## config.mk

```make
export PLATFORM = sky130hd
export DESIGN_NAME = nco_sine_gen
export DESIGN_NICKNAME = d
export VERILOG_FILES = /design/src/rtl/nco_sine_gen.sv
export SDC_FILE = /design/constraint.sdc
export NUM_CORES = 1
export LEC_CHECK = 0
export CAP_MARGIN = 20
export CORE_MARGIN = 5
export CORE_UTILIZATION = 52
export CTS_BUF_LIST = sky130_fd_sc_hd__clkbuf_4 sky130_fd_sc_hd__clkbuf_8 sky130_fd_sc_hd__clkbuf_16
export DETAILED_ROUTE_END_ITERATION = 12
export GPL_ROUTABILITY_DRIVEN = 0
export PLACE_DENSITY_LB_ADDON = 0.12
export SETUP_SLACK_MARGIN = 0.3
export SLEW_MARGIN = 20
export SYNTH_ARGS = -nofsm -noshare
export SYNTH_HDL_FRONTEND = slang
export SYNTH_SLANG_ARGS = --single-unit
```

## constraint.sdc

```tcl
create_clock -name clk -period 5.2 [get_ports clk]
set_input_delay 1.56 -clock clk [delete_from_list [all_inputs] [get_ports clk]]
set_output_delay 1.56 -clock clk [all_outputs]
set_load 0.02 [all_outputs]
```

## src/rtl/nco_sine_gen.sv

```systemverilog
// Purpose : NCO sine source; phase accumulator, quarter-wave ROM, waveform mode and attenuation select.
// Latency : one cycle from an accepted advance to the sample on out_data.
// Backpressure: out_valid && !out_ready freezes phase, out_data and out_wrap; phase_load flushes.
//
// Ports:
//   clk, rst_n      clock, synchronous active-low reset
//   en              generator enable
//   freq_word       phase increment per produced sample
//   phase_load      load phase_init into the accumulator and discard any pending sample
//   phase_init      preload phase value
//   mode            0 sine, 1 cosine, 2 square, 3 DC midscale
//   amp_shift       arithmetic right shift applied to the signed swing
//   out_data        8-bit sample, qualified by out_valid, accepted with out_ready
//   out_wrap        accumulator carried out on the advance that produced out_data
module nco_sine_gen #(
    parameter int          PHASE_W   = 16,
    parameter int          LUT_DEPTH = 32,
    parameter logic [7:0]  OFFSET    = 8'h10
) (
    input  logic               clk,
    input  logic               rst_n,
    input  logic               en,
    input  logic [PHASE_W-1:0] freq_word,
    input  logic               phase_load,
    input  logic [PHASE_W-1:0] phase_init,
    input  logic [1:0]         mode,
    input  logic [1:0]         amp_shift,
    output logic [7:0]         out_data,
    output logic               out_valid,
    input  logic               out_ready,
    output logic               out_wrap
);

    localparam int WIDTH = $clog2(LUT_DEPTH);

    // round(64*sin(2*pi*k/256)), k = 0..64; entry 64 is the peak.
    localparam logic [6:0] QROM [0:64] = '{
        7'd0,  7'd2,  7'd3,  7'd5,  7'd6,  7'd8,  7'd9,  7'd11,
        7'd12, 7'd14, 7'd16, 7'd17, 7'd19, 7'd20, 7'd22, 7'd23,
        7'd24, 7'd26, 7'd27, 7'd29, 7'd30, 7'd32, 7'd33, 7'd34,
        7'd36, 7'd37, 7'd38, 7'd39, 7'd41, 7'd42, 7'd43, 7'd44,
        7'd45, 7'd46, 7'd47, 7'd48, 7'd49, 7'd50, 7'd51, 7'd52,
        7'd53, 7'd54, 7'd55, 7'd56, 7'd56, 7'd57, 7'd58, 7'd59,
        7'd59, 7'd60, 7'd60, 7'd61, 7'd61, 7'd62, 7'd62, 7'd62,
        7'd63, 7'd63, 7'd63, 7'd64, 7'd64, 7'd64, 7'd64, 7'd64,
        7'd64
    };

    logic [PHASE_W-1:0] phase;
    logic [PHASE_W:0]   phase_sum;
    logic               advance;

    logic [WIDTH-1:0]   idx;
    logic [7:0]         pos;
    logic [7:0]         pos_sel;
    logic [6:0]         qidx;
    logic [7:0]         mag;
    logic signed [7:0]  swing;
    logic signed [7:0]  scaled;
    logic [7:0]         sample;

    assign phase_sum = {1'b0, phase} + {1'b0, freq_word};
    assign advance   = en && !phase_load && (!out_valid || out_ready);

    always_comb begin
        idx     = phase[PHASE_W-1 -: WIDTH];
        // Scale the index onto the 256-point full-wave grid.
        pos     = 8'(idx) << (8 - WIDTH);
        // Cosine is sine a quarter period ahead.
        pos_sel = (mode == 2'd1) ? (pos + 8'd64) : pos;
        // Odd quadrants read the ROM mirrored; entry 64 covers the peak.
        qidx    = pos_sel[6] ? (7'd64 - {1'b0, pos_sel[5:0]}) : {1'b0, pos_sel[5:0]};
        mag     = {1'b0, QROM[qidx]};
        case (mode)
            2'd0, 2'd1: swing = pos_sel[7] ? (8'd0 - mag) : mag;
            2'd2:       swing = pos[7] ? -8'sd64 : 8'sd64;
            default:    swing = 8'sd0;
        endcase
        scaled  = swing >>> amp_shift;
        // Modular 8-bit add; the true result always fits for OFFSET <= 8'h7F.
        sample  = OFFSET + 8'd64 + scaled;
    end

    always_ff @(posedge clk) begin
        if (!rst_n) begin
            phase     <= '0;
            out_data  <= '0;
            out_valid <= 1'b0;
            out_wrap  <= 1'b0;
        end else if (phase_load) begin
            phase     <= phase_init;
            out_valid <= 1'b0;
            out_wrap  <= 1'b0;
        end else if (advance) begin
            out_data  <= sample;
            phase     <= phase_sum[PHASE_W-1:0];
            out_wrap  <= phase_sum[PHASE_W];
            out_valid <= 1'b1;
        end else if (out_valid && out_ready) begin
            out_valid <= 1'b0;
        end
    end

endmodule

```

# Yosys cells after proc, flatten, opt, wreduce, memory -nomap -nowiden

Memory sizes are Yosys's and may differ from the RTL's.
Index checks and enable logic that the tools add are counted.

$add $sub $neg: 5
Reduce and logical (&&, ||, !) cells: 12
Multiplexer cells: 11
Equality and inequality tests: 2
Shifts and indexed selects: 1
$lt $le $gt $ge: 1
Bitwise logic cells: 3

Operators with widths:

| operator                                                          | count |
|---|---|
| 16-bit two-way mux                                                | 2 |
| 8-bit two-way mux                                                 | 3 |
| 7-bit two-way mux                                                 | 3 |
| 16-bit by 16-bit adder with 17-bit output                         | 1 |
| 8-bit case mux with 2 select lines                                | 1 |
| 7-bit by 8-bit adder with 8-bit output, first input constant      | 1 |
| 8-bit by 7-bit adder with 8-bit output, second input constant     | 1 |
| 8-bit greater-or-equal comparator, second input constant          | 1 |
| 7-bit inverter with 8-bit output                                  | 1 |
| 8-bit by 2-bit >>> shifter with 8-bit output                      | 1 |
| 1-bit by 7-bit subtractor with 8-bit output, first input constant | 1 |
| 7-bit by 6-bit subtractor with 7-bit output, first input constant | 1 |
| 2-bit nonzero test                                                | 2 |
| 2-bit OR reduction                                                | 2 |
| 1-bit logical AND                                                 | 3 |
| 2-bit by 1-bit == test with 1-bit output, second input constant   | 1 |
| 2-bit == test, second input constant                              | 1 |
| 1-bit logical NOT                                                 | 2 |
| 2-bit logical NOT                                                 | 1 |
| 1-bit two-way mux                                                 | 2 |
| 1-bit inverter                                                    | 2 |
| 2-bit AND reduction                                               | 1 |
| 1-bit logical OR                                                  | 1 |

Memories kept: 1
Memory bits (read-only): 896
Input port bits: 41
Register bits: 26

Memory list:

| name            | words | width | rd ports | clocked after memory_dff | write ports | RTL line | RTL |
|---|---|---|---|---|---|---|---|
| (no name shown) | 128   | 7     | 1        | 0                        | 0           | 73       | `mag = {1'b0, QROM[qidx]};` |

# Logic depth before layout (Yosys ltp)

Word-level depth: 13
Depth in mapped cells: 15

# Worst setup path before layout

OpenSTA, ideal clock, no wires.

Kind: in2reg
Start: input port mode[0]
End: register out_data[6]
Arrival: 4226 ps
Path buffers: 0
Stages: 14
Setup slack: 889 ps
Setup time: 86 ps
Cell sequence: nor2b_4 > xor2_2 > nor2_1 > a21o_1 > ha_1 > nor3_1 > nor4b_1 > nand2b_1 > a31oi_1 > mux2i_1 > o2bb2ai_1 > ha_1 > xor2_1 > a211oi_1

Cells in the longest elaborated chain, start to end: 13

RTL lines:

| item                                                   | RTL line | RTL |
|---|---|---|
| start, declared                                        | 26       | `input logic [1:0] mode,` |
| 2-bit by 1-bit == test with 1-bit output               | 70, 74   |  |
| 8-bit two-way mux                                      | 70       | `pos_sel = (mode == 2'd1) ? (pos + 8'd64) : pos;` |
| 7-bit by 6-bit subtractor with 7-bit output            | 72       | `qidx = pos_sel[6] ? (7'd64 - {1'b0, pos_sel[5:0]}) : {1'b0, pos_sel[5:0]};` |
| 7-bit two-way mux                                      | 72       |  |
| 7-bit inverter with 8-bit output (not written as such) | 73       |  |
| memory read 128 x 7 bit                                | n/a      |  |
| 7-bit two-way mux (not written as such) (2 in series)  | 73       |  |
| 1-bit by 7-bit subtractor with 8-bit output            | 75       | `2'd0, 2'd1: swing = pos_sel[7] ? (8'd0 - mag) : mag;` |
| 8-bit two-way mux                                      | 75       |  |
| 8-bit case mux with 2 select lines *                   | 74       | `case (mode)` |
| 8-bit by 2-bit >>> shifter with 8-bit output *         | 79       | `scaled = swing >>> amp_shift;` |
| 7-bit by 8-bit adder with 8-bit output *               | 81       | `sample = OFFSET + 8'd64 + scaled;` |
| end signal, assigned                                   | 95       | `out_data <= sample;` |
| end, declared                                          | 28       | `output logic [7:0] out_data,` |

Mark *: on every way between the ends. The rest lies on a longest branch, timed or not. The select of a mux whose other input is x is not followed.
A chain may end at the register's enable or synchronous reset.

# Final worst setup path

Same ends and word-level chain as after synthesis.

==> flow_summary.json <==
{
  "rsz0062_at_grt": "false",
  "areaGrowthSynthToFinish_pct": 25.73,
  "hold_viol": 0,
  "drc": 0,
  "clockBufferDepth": 2,
  "end_kind": "flip-flop",
  "die_area_um2": 5949,
  "initial_utilization_pct": 53.82,
  "ios": 51,
  "yosys-top-cells-count": "35 x a21oi_1, 27 x nor2_1, 26 x dfxtp_1",
  "via_count": 2378,
  "syn_inst": 308,
  "slew_headroom_pct": 57.25,
  "die_h_um": 77.13,
  "crit_arrival_ps": 4840,
  "period_share_pct": 89.71,
  "worst_path_max_delay_cell": "clkdlybuf4s50_1",
  "worstSkewPairLatency_ps": 270,
  "p_per_area_nw_per_um2": 221.8,
  "viasPerCell": 5.901,
  "synth_top_area_share_pct": 22.21,
  "finalCriticalPeriod_ps": 4665,
  "ir_drop_mv": 0.1485,
  "antenna_left": 0,
  "grt_pass1_wl_um": 10120,
  "track_usage_pct": 20.05,
  "cts_buffers": 3,
  "p_leak_nw": 1.180,
  "drive_gt1_share_pct": 5.698,
  "nets": 418,
  "ys.flop_type": "dfxtp_1",
  "overflow": 0,
  "portBuffers": 50,
  "yosysMostFrequentCell": "a21oi_1",
  "slowest_delay_ps": 520,
  "setup_tns_ps": 0,
  "hp-class": "reg -> reg",
  "cts_tree": "yes",
  "rows": 24,
  "ys_top_cells_by_area": "dfxtp_1 22%, ha_1 12%, a21oi_1 7.5%, o21ai_0 4.9%, nor2_1 4.3%",
  "totalWireLength_um": 6073,
  "critPathKind": "in -> reg",
  "synth-seq-cells": 26,
  "multi_input_area_um2": 1733,
  "path_cells": "clkdlybuf4s50_1 > nor2b_4 > mux2_4 > xnor2_2 > nor2_1 > nand2_1 > ha_1 > a2111oi_2 > nand3b_1 > a2bb2oi_2 > mux2i_1 > ha_1 > xor2_1 > a211oi_1",
  "syn_nets": 373,
  "crit_top_cell": "ha_1",
  "antenna_cells": 0,
  "grt_antenna_before_repair": 0,
  "die_w_um": 77.13,
  "startpoint_type": "primary input",
  "wl_per_cell_um": 15.07,
  "grt_pass1_vias": 2229,
  "cts_root_buffer": "clkbuf_8",
  "drtIter0Drc": 141,
  "avgSynthCellArea_um2": 7.609,
  "ctsHoldBuffers": 0,
  "syn_area_um2": 2343,
  "core_um2": 4354,
  "regArea_um2": 520.5,
  "hpwl_um": 4527,
  "worst_slew_pin_slew_ps": 639.8,
  "critPathMaxFanout": 4,
  "fin_skew_ps": 12.06,
  "cts.sinks": 26,
  "path_clk_slew_ps": 80,
  "drv_slew": 0,
  "synthArstFlopShare_pct": 0,
  "setup_viol": 0,
  "first_pass_iters": 4,
  "synth-edff-count": 0,
  "ys_seq_area_share_pct": 22.21,
  "fillerInstances": 373,
  "maxCapViolations": 0,
  "cts_max_level": 1,
  "fmax_mhz": 214.4,
  "yosysTopAreaCell": "dfxtp_1",
  "power.total_mw": 0.6536,
  "outcome": "completed",
  "grt_start_max_net_pins": 21,
  "cp.required_ps": 5380,
  "synth_cell_types": 57,
  "yosys_warnings": 0
}
path summary, 6_finish.rpt:
check / from / endpoint / slack (ps) / cells after the start
hold reg to reg: out_data[5]$_SDFFE_PN0P_ / out_data[5]$_SDFFE_PN0P_ / 470 / 2
setup / recovery: mode[0] / out_data[6]$_SDFFE_PN0P_ / 540 / 14
hold / removal: out_data[5]$_SDFFE_PN0P_ / out_data[5]$_SDFFE_PN0P_ / 470 / 2
setup reg to reg: phase[11]$_SDFFE_PN0P_ / out_data[6]$_SDFFE_PN0P_ / 1630 / 15
power by group:
group	leakage, nW	switching [mW]	internal, mW
Sequential	0.215	0.0148	0.215
Combinational	0.943	0.164	0.144
Clock	0.0216	0.0633	0.0519
Total	1.18	0.242	0.411
registers in the layout, summed over array words and instances, names as in the netlist:
signal,flops
phase,16
out_data,8
out_valid,1
out_wrap,1
cells in the final DEF, fill, tap and decap left out, types with 5 or more instances in the layout:
master	instances
nand2_1	24
nor2_1	27
inv_1	15
ha_1	23
xnor2_1	10
a31oi_1	11
a211oi_1	6
or3_1	5
nor3_1	17
o21ai_0	23
mux2i_1	6
dfxtp_1	26
a21oi_1	35
clkdlybuf4s50_1	50
critical path, delay by kind of cell:
family	cells	cell delay, ps
adders and majority gates	2	460
muxes	2	440
xor gates and xnor gates	2	320
and+or+nand+nor	4	800
buffers and inverters	1	520
AOI/OAI and AO/OA	3	760
logic make-up after synthesis:
family                   after synthesis  synth area share [%]
AND/OR/NAND/NOR                      103                 21.94
XOR/XNOR                              16                 6.620
flip-flops                            26                 22.21
buffers and inverters                 29                 4.858
AO/OA/AOI/OAI                        102                 27.07
multiplexers                           8                 4.164
adder cells (fa/ha/maj)               24                 13.13
through the flow:
stage	util (%)	std cells	setup WS, ps	instance area, um^2	hold slack, ps
2_1_floorplan	-	308	888.6	2344	458.5
3_3_place_gp	66.18	400	222.3	2882	451.3
3_5_place_dp	66.18	400	112.2	2882	457.0
4_1_cts	67.13	403	365.6	2923	473.2
5_1_grt	67.67	403	334.3	2947	505.1
6_report	67.67	403	535.0	2947	466.8
final cells by class:
class                   count  share of cell area (%)
flip-flops and latches     26                   17.66
clock buffers               3                   1.401
repair buffers             54                   18.00
inverters                  15                   1.911
multi-input cells         253                   58.81
well taps                  52                   2.208
timing repair:
action,4_1_cts,5_1_grt
resized for setup,0,5
setup buffers,0,0
setup endpoints to repair,0,3
routing by layer:
layer / vias to the layer above / GRT usage [%] / wire length [um] / share of wire [%]
li1: 1209 / - / - / -
met1: 1087 / 29.29 / 2982 / 49
met5: - / 0 / 0 / 0
met3: 6 / 3.981 / 481 / 7.9
met4: 0 / 5.155 / 67 / 1.1
met2: 76 / 29.88 / 2541 / 42
Note: power is estimated with default switching activity, not from simulation.
